<file path="config.mk">
export PLATFORM = sky130hd
export DESIGN_NAME = serial_alu
export DESIGN_NICKNAME = d
export VERILOG_FILES = /design/src/rtl/serial_alu.sv
export SDC_FILE = /design/constraint.sdc
export NUM_CORES = 1
export LEC_CHECK = 0
export CAP_MARGIN = 10
export CELL_PAD_IN_SITES_DETAIL_PLACEMENT = 1
export CELL_PAD_IN_SITES_GLOBAL_PLACEMENT = 1
export CORE_MARGIN = 1
export CORE_UTILIZATION = 43
export CTS_BUF_LIST = sky130_fd_sc_hd__clkbuf_16
export DETAILED_ROUTE_END_ITERATION = 8
export PLACE_DENSITY_LB_ADDON = 0.1
export SLEW_MARGIN = 10
export SYNTH_ARGS = -nofsm -noshare
export SYNTH_HDL_FRONTEND = slang
export SYNTH_SLANG_ARGS = --single-unit
</file>
<file path="constraint.sdc">
create_clock -name clk -period 4.8 [get_ports clk]
set_input_delay 0.96 -clock clk [delete_from_list [all_inputs] [get_ports clk]]
set_output_delay 0.96 -clock clk [all_outputs]
set_load 0.02 [all_outputs]
</file>
<file path="src/rtl/serial_alu.sv">
// serial_alu: bit-serial ALU. One 1-bit slice is evaluated per clock, LSB
// first, with the carry held in a single register between slices. An
// accepted request takes exactly W RUN cycles followed by a one-cycle DONE.
//
// Ports:
//   clk     sole clock, rising edge
//   rst_n   synchronous active-low reset
//   start   request strobe; operands/opcode captured when accepted (IDLE/DONE)
//   a, b    W-bit operands
//   c_in    carry-in to bit 0
//   ALOP    opcode: 000 AND, 001 OR, 010 XOR, 011 NOR, 100 ADD, 101 SUB,
//           110/111 reserved (zero result)
//   busy    high while in RUN
//   done    one-cycle pulse, result valid
//   result  [W-1:0] data, [W] carry (ADD) / borrow (SUB), 0 otherwise
module serial_alu #(
  parameter int W = 32
) (
  input  logic         clk,
  input  logic         rst_n,
  input  logic         start,
  input  logic [W-1:0] a,
  input  logic [W-1:0] b,
  input  logic         c_in,
  input  logic [2:0]   ALOP,
  output logic         busy,
  output logic         done,
  output logic [W:0]   result
);

  localparam int CW = (W > 1) ? $clog2(W) : 1;
  localparam logic [CW-1:0] LAST = CW'(W - 1);

  localparam logic [2:0] OP_AND = 3'b000;
  localparam logic [2:0] OP_OR  = 3'b001;
  localparam logic [2:0] OP_XOR = 3'b010;
  localparam logic [2:0] OP_NOR = 3'b011;
  localparam logic [2:0] OP_ADD = 3'b100;
  localparam logic [2:0] OP_SUB = 3'b101;

  typedef enum logic [1:0] {
    S_IDLE,
    S_RUN,
    S_DONE
  } state_t;

  state_t        r_state;
  state_t        w_next;

  logic [W-1:0]  r_a;
  logic [W-1:0]  r_b;
  logic [2:0]    r_op;
  logic          r_carry;
  logic [CW-1:0] r_cnt;
  logic [W:0]    r_result;

  logic          w_accept;
  logic          w_bb;
  logic          w_sum;
  logic          w_cout;
  logic          w_bit;
  logic          w_flag;

  // A request is taken in IDLE and also in DONE (back-to-back operation).
  assign w_accept = start && (r_state != S_RUN);

  // State register
  always_ff @(posedge clk) begin
    if (!rst_n) begin
      r_state <= S_IDLE;
    end else begin
      r_state <= w_next;
    end
  end

  // Next-state logic
  always_comb begin
    w_next = r_state;
    case (r_state)
      S_IDLE:  if (start) w_next = S_RUN;
      S_RUN:   if (r_cnt == LAST) w_next = S_DONE;
      S_DONE:  w_next = start ? S_RUN : S_IDLE;
      default: w_next = S_IDLE;
    endcase
  end

  // Output logic
  always_comb begin
    busy = (r_state == S_RUN);
    done = (r_state == S_DONE);
  end

  assign result = r_result;

  // One slice of the datapath. Operands are shifted right each RUN cycle so
  // the current bit is always at position 0.
  always_comb begin
    w_bb   = (r_op == OP_SUB) ? ~r_b[0] : r_b[0];
    w_sum  = r_a[0] ^ w_bb ^ r_carry;
    w_cout = (r_a[0] & w_bb) | (r_carry & (r_a[0] ^ w_bb));
    w_bit  = 1'b0;
    w_flag = 1'b0;
    case (r_op)
      OP_AND: w_bit = r_a[0] & r_b[0];
      OP_OR:  w_bit = r_a[0] | r_b[0];
      OP_XOR: w_bit = r_a[0] ^ r_b[0];
      OP_NOR: w_bit = ~(r_a[0] | r_b[0]);
      OP_ADD: begin
        w_bit  = w_sum;
        w_flag = w_cout;
      end
      OP_SUB: begin
        w_bit  = w_sum;
        w_flag = ~w_cout;
      end
      default: begin
        w_bit  = 1'b0;
        w_flag = 1'b0;
      end
    endcase
  end

  // Datapath registers
  always_ff @(posedge clk) begin
    if (!rst_n) begin
      r_a      <= '0;
      r_b      <= '0;
      r_op     <= '0;
      r_carry  <= 1'b0;
      r_cnt    <= '0;
      r_result <= '0;
    end else if (w_accept) begin
      r_a     <= a;
      r_b     <= b;
      r_op    <= ALOP;
      r_carry <= c_in;
      r_cnt   <= '0;
    end else if (r_state == S_RUN) begin
      r_a             <= r_a >> 1;
      r_b             <= r_b >> 1;
      r_carry         <= w_cout;
      r_result[r_cnt] <= w_bit;
      if (r_cnt == LAST) begin
        r_result[W] <= w_flag;
      end
      r_cnt <= r_cnt + CW'(1);
    end
  end

endmodule

</file>
==> results.py <==
metrics = {
    "floorplan": {
        "die_area_um2": 12800,
        "core_um2": 12000,
        "rows": 40,
        "io_pins": 106,
        "die_w_um": 113,
        "die_h_um": 113,
        "start_util_pct": 44.1,
    },
    "synthesis": {
        "synth_edf_count": 0,
        "synthCells": 533,
        "synth_flop_cell": "dfxtp_1",
        "yosysMostFrequentCell": "dfxtp_1",
        "synth_top_area_share_pct": 40.8,
        "synth_common_cells": "dfxtp_1, nand2_1, mux2i_1",
        "ys_ff_latch": 108,
        "ys_async_sr_fraction_pct": 0,
        "syn-num-nets": 612,
        "yosysWarnings": 0,
        "synth_area_um2": 5300,
        "synthTopCellsByArea": "dfxtp_1, mux2i_1, o211a_1",
        "ys_seq_area_share_pct": 40.8,
        "yosys.area.top_type": "dfxtp_1",
        "synthDistinctLibCells": 45,
        "syn_area_per_cell_um2": 9.94,
    },
    "sta": {
        "layout_setup_ws_ps": 1910,
        "worst-slew-pin-transition_ps": 1110,
        "drv_slew": 0,
        "fin_crit_sh_pct": 60.2,
        "hold_ws_ps": 496,
        "rsz0062_at_grt": "no",
        "relSlewSlack_pct": 25.8,
        "post-route-min-period_ps": 2890,
        "setup_viol": 0,
        "max_freq_mhz": 346,
        "setup_tns_ps": 0,
        "fin_skew_ps": 5.11,
        "hold_violations": 0,
    },
    "place": {
        "io_buffers": 105,
        "place_hpwl_um": 8010,
        "dp_cells": 732,
        "pre_cts_slack_ps": 2080,
        "gp_congestion": 0.708,
    },
    "global_route": {
        "grt_pass1_wl_um": 20900,
        "grt_pass1_vias": 4270,
        "grt_overflow": 0,
        "grt_max_degree": 133,
        "antenna_found_initial": 0,
        "grt_usage_pct": 20.5,
    },
    "clock_tree": {
        "cts-buffers-inserted": 9,
        "clk_pin_slew_ps": 70,
        "clk_latency_ps": 350,
        "clock-sinks": 108,
        "cts_root_buf": "clkbuf_16",
        "cts_setup_buffers": 0,
        "htreeDepth": 3,
        "hold_buffers": 0,
        "cts_buffer_depth": 2,
        "tritoncts": "built",
        "cts_resized": 0,
    },
    "layout": {
        "num_antenna_cells": 0,
        "layout-drive-gt1-share_pct": 6.81,
        "final_core_util_pct": 55.2,
        "area_growth_pct": 25.1,
        "final_cells": 749,
        "nets": 676,
    },
    "min_path": {
        "whs_path_depth": 2,
        "hold_class": "flop to flop",
        "worstHoldStart": "result[32]$_SDFFE_PN0P_",
        "hold_path_end": "result[32]$_SDFFE_PN0P_",
    },
    "worst_setup_path": {
        "endpoint_kind": "output port",
        "worstPathCellList": "nand2b_4 -> clkinv_2 -> clkdlybuf4s50_1",
        "critPathArrivalTime_ps": 1930,
        "cp_num_buf_inv": 2,
        "cp_num_cells": 3,
        "path_delay_family": "buffers and inverters",
        "rrSetupSlack_ps": 2320,
        "critical_path_class": "flop to output port",
        "crit_slowest_cell": "clkdlybuf4s50_1",
        "r2r-end": "result[11]$_SDFFE_PN0P_",
        "required_ps": 3840,
        "crit_path_max_incr_delay_ps": 660,
        "cp-start-kind": "flop",
        "r2r_start": "r_op[2]$_SDFFE_PN0P_",
        "path_max_fanout": 21,
        "rr_worst_depth": 8,
    },
    "route": {
        "drc": 0,
        "vias_per_cell": 5.57,
        "drt_wl_total_um": 12500,
        "vias": 4174,
        "wl_per_cell_um": 16.7,
        "drt_iter0_drc": 234,
        "drt_first_pass_iters": 4,
        "ant_nets": 0,
    },
    "pwr": {
        "power.density_nw_per_um2": 330,
        "p_switching_uw": 519,
        "clockPowerShare_pct": 41.2,
        "leakage_uw": 0.00341,
        "internal_power_uw": 1670,
        "combPwrFrac_pct": 13.5,
        "seqPwrFrac_pct": 45.2,
        "sw_frac_of_total_pct": 23.8,
        "peakVddDrop_mv": 0.224,
    },
    "run": {
        "cap_viol_max_count": 0,
    },
    "status": {
        "status": "complete, no violations",
    },
}
logic make-up (layout without fill, tap and decap cells):
| logic type | Yosys count | after routing | share of synthesized area [%] |
|---|---|---|---|
| AOI/OAI and AO/OA | 143 | 143 | 24.7 |
| xor gates and xnor gates | 4 | 4 | 0.661 |
| adders and majority gates | 8 | 8 | 2.03 |
| buffers and inverters | 65 | 134 | 6.73 |
| DFF | 108 | 108 | 40.8 |
| muxes | 63 | 63 | 11.9 |
| and+or+nand+nor | 142 | 142 | 13.2 |
worst max path at each step:
stage,from,endpoint,slack (ps)
after floorplan,r_op[2]$_SDFFE_PN0P_,result[11]$_SDFFE_PN0P_,2750
after global placement,start,r_a[2]$_SDFFE_PN0P_,2140
after detailed placement,start,r_a[8]$_SDFFE_PN0P_,2080
after CTS,r_state[1]$_SDFFE_PN0P_,busy,1880
after global routing,r_state[1]$_SDFFE_PN0P_,busy,1810
final,r_state[1]$_SDFFE_PN0P_,busy,1910
layout by cell type (no fill, tap or decap), drive strengths merged, types with 7 or more instances in the layout:
master         count
a21o              26
o211a             62
clkbuf             9
ha                 7
mux2i             63
clkdlybuf4s50    103
inv                8
nand3             10
nand2             94
dfxtp            108
buf                7
o311a             30
through the flow:
stage	power (uW)	instance area [um^2]
6_report	2180	6630
5_1_grt	2290	6630
4_1_cts	2210	6610
3_5_place_dp	1310	6250
3_3_place_gp	1290	6250
2_1_floorplan	1210	5300
power by group through the flow:
stage | logic (uW) | clock network, uW | registers, uW
after floorplan | 207 | 0 | 998
after global placement | 283 | 0 | 1010
after detailed placement | 297 | 0 | 1010
after CTS | 299 | 926 | 988
after global routing | 327 | 966 | 994
final | 296 | 901 | 988
routing by layer:
metal | up-vias | GRT usage (%) | part of all wire (%)
met3 | 12 | 6.21 | 4.5
met1 | 2019 | 24.6 | 45
met2 | 79 | 35.2 | 49
met4 | 0 | 6.14 | 1.5
met5 | - | 0 | 0
li1 | 2064 | - | -
layout make-up:
| cell class | count | area (um^2) |
|---|---|---|
| clock buffers | 9 | 225 |
| repair buffers | 110 | 1100 |
| well taps | 147 | 184 |
| clock inverters | 7 | 138 |
| multi-input cells | 360 | 2790 |
| fillers | 1339 | 5380 |
| inverters | 8 | 31.3 |
| flip-flops and latches | 108 | 2160 |
worst register-to-register path: stages, from the launching register on:
cell     delay (ps)
dfxtp_1         380
nor2b_1         190
nand2_1          80
xnor2_1         140
fa_1            500
nor3b_2          50
buf_4           250
or4_1           530
o221a_2         260
state kept, by name, indices dropped and copies added (netlist names):
register  count
r_a          32
r_b          32
r_carry       1
r_cnt         5
r_op          3
r_state       2
result       33
Power figures use the tool's default switching activity.
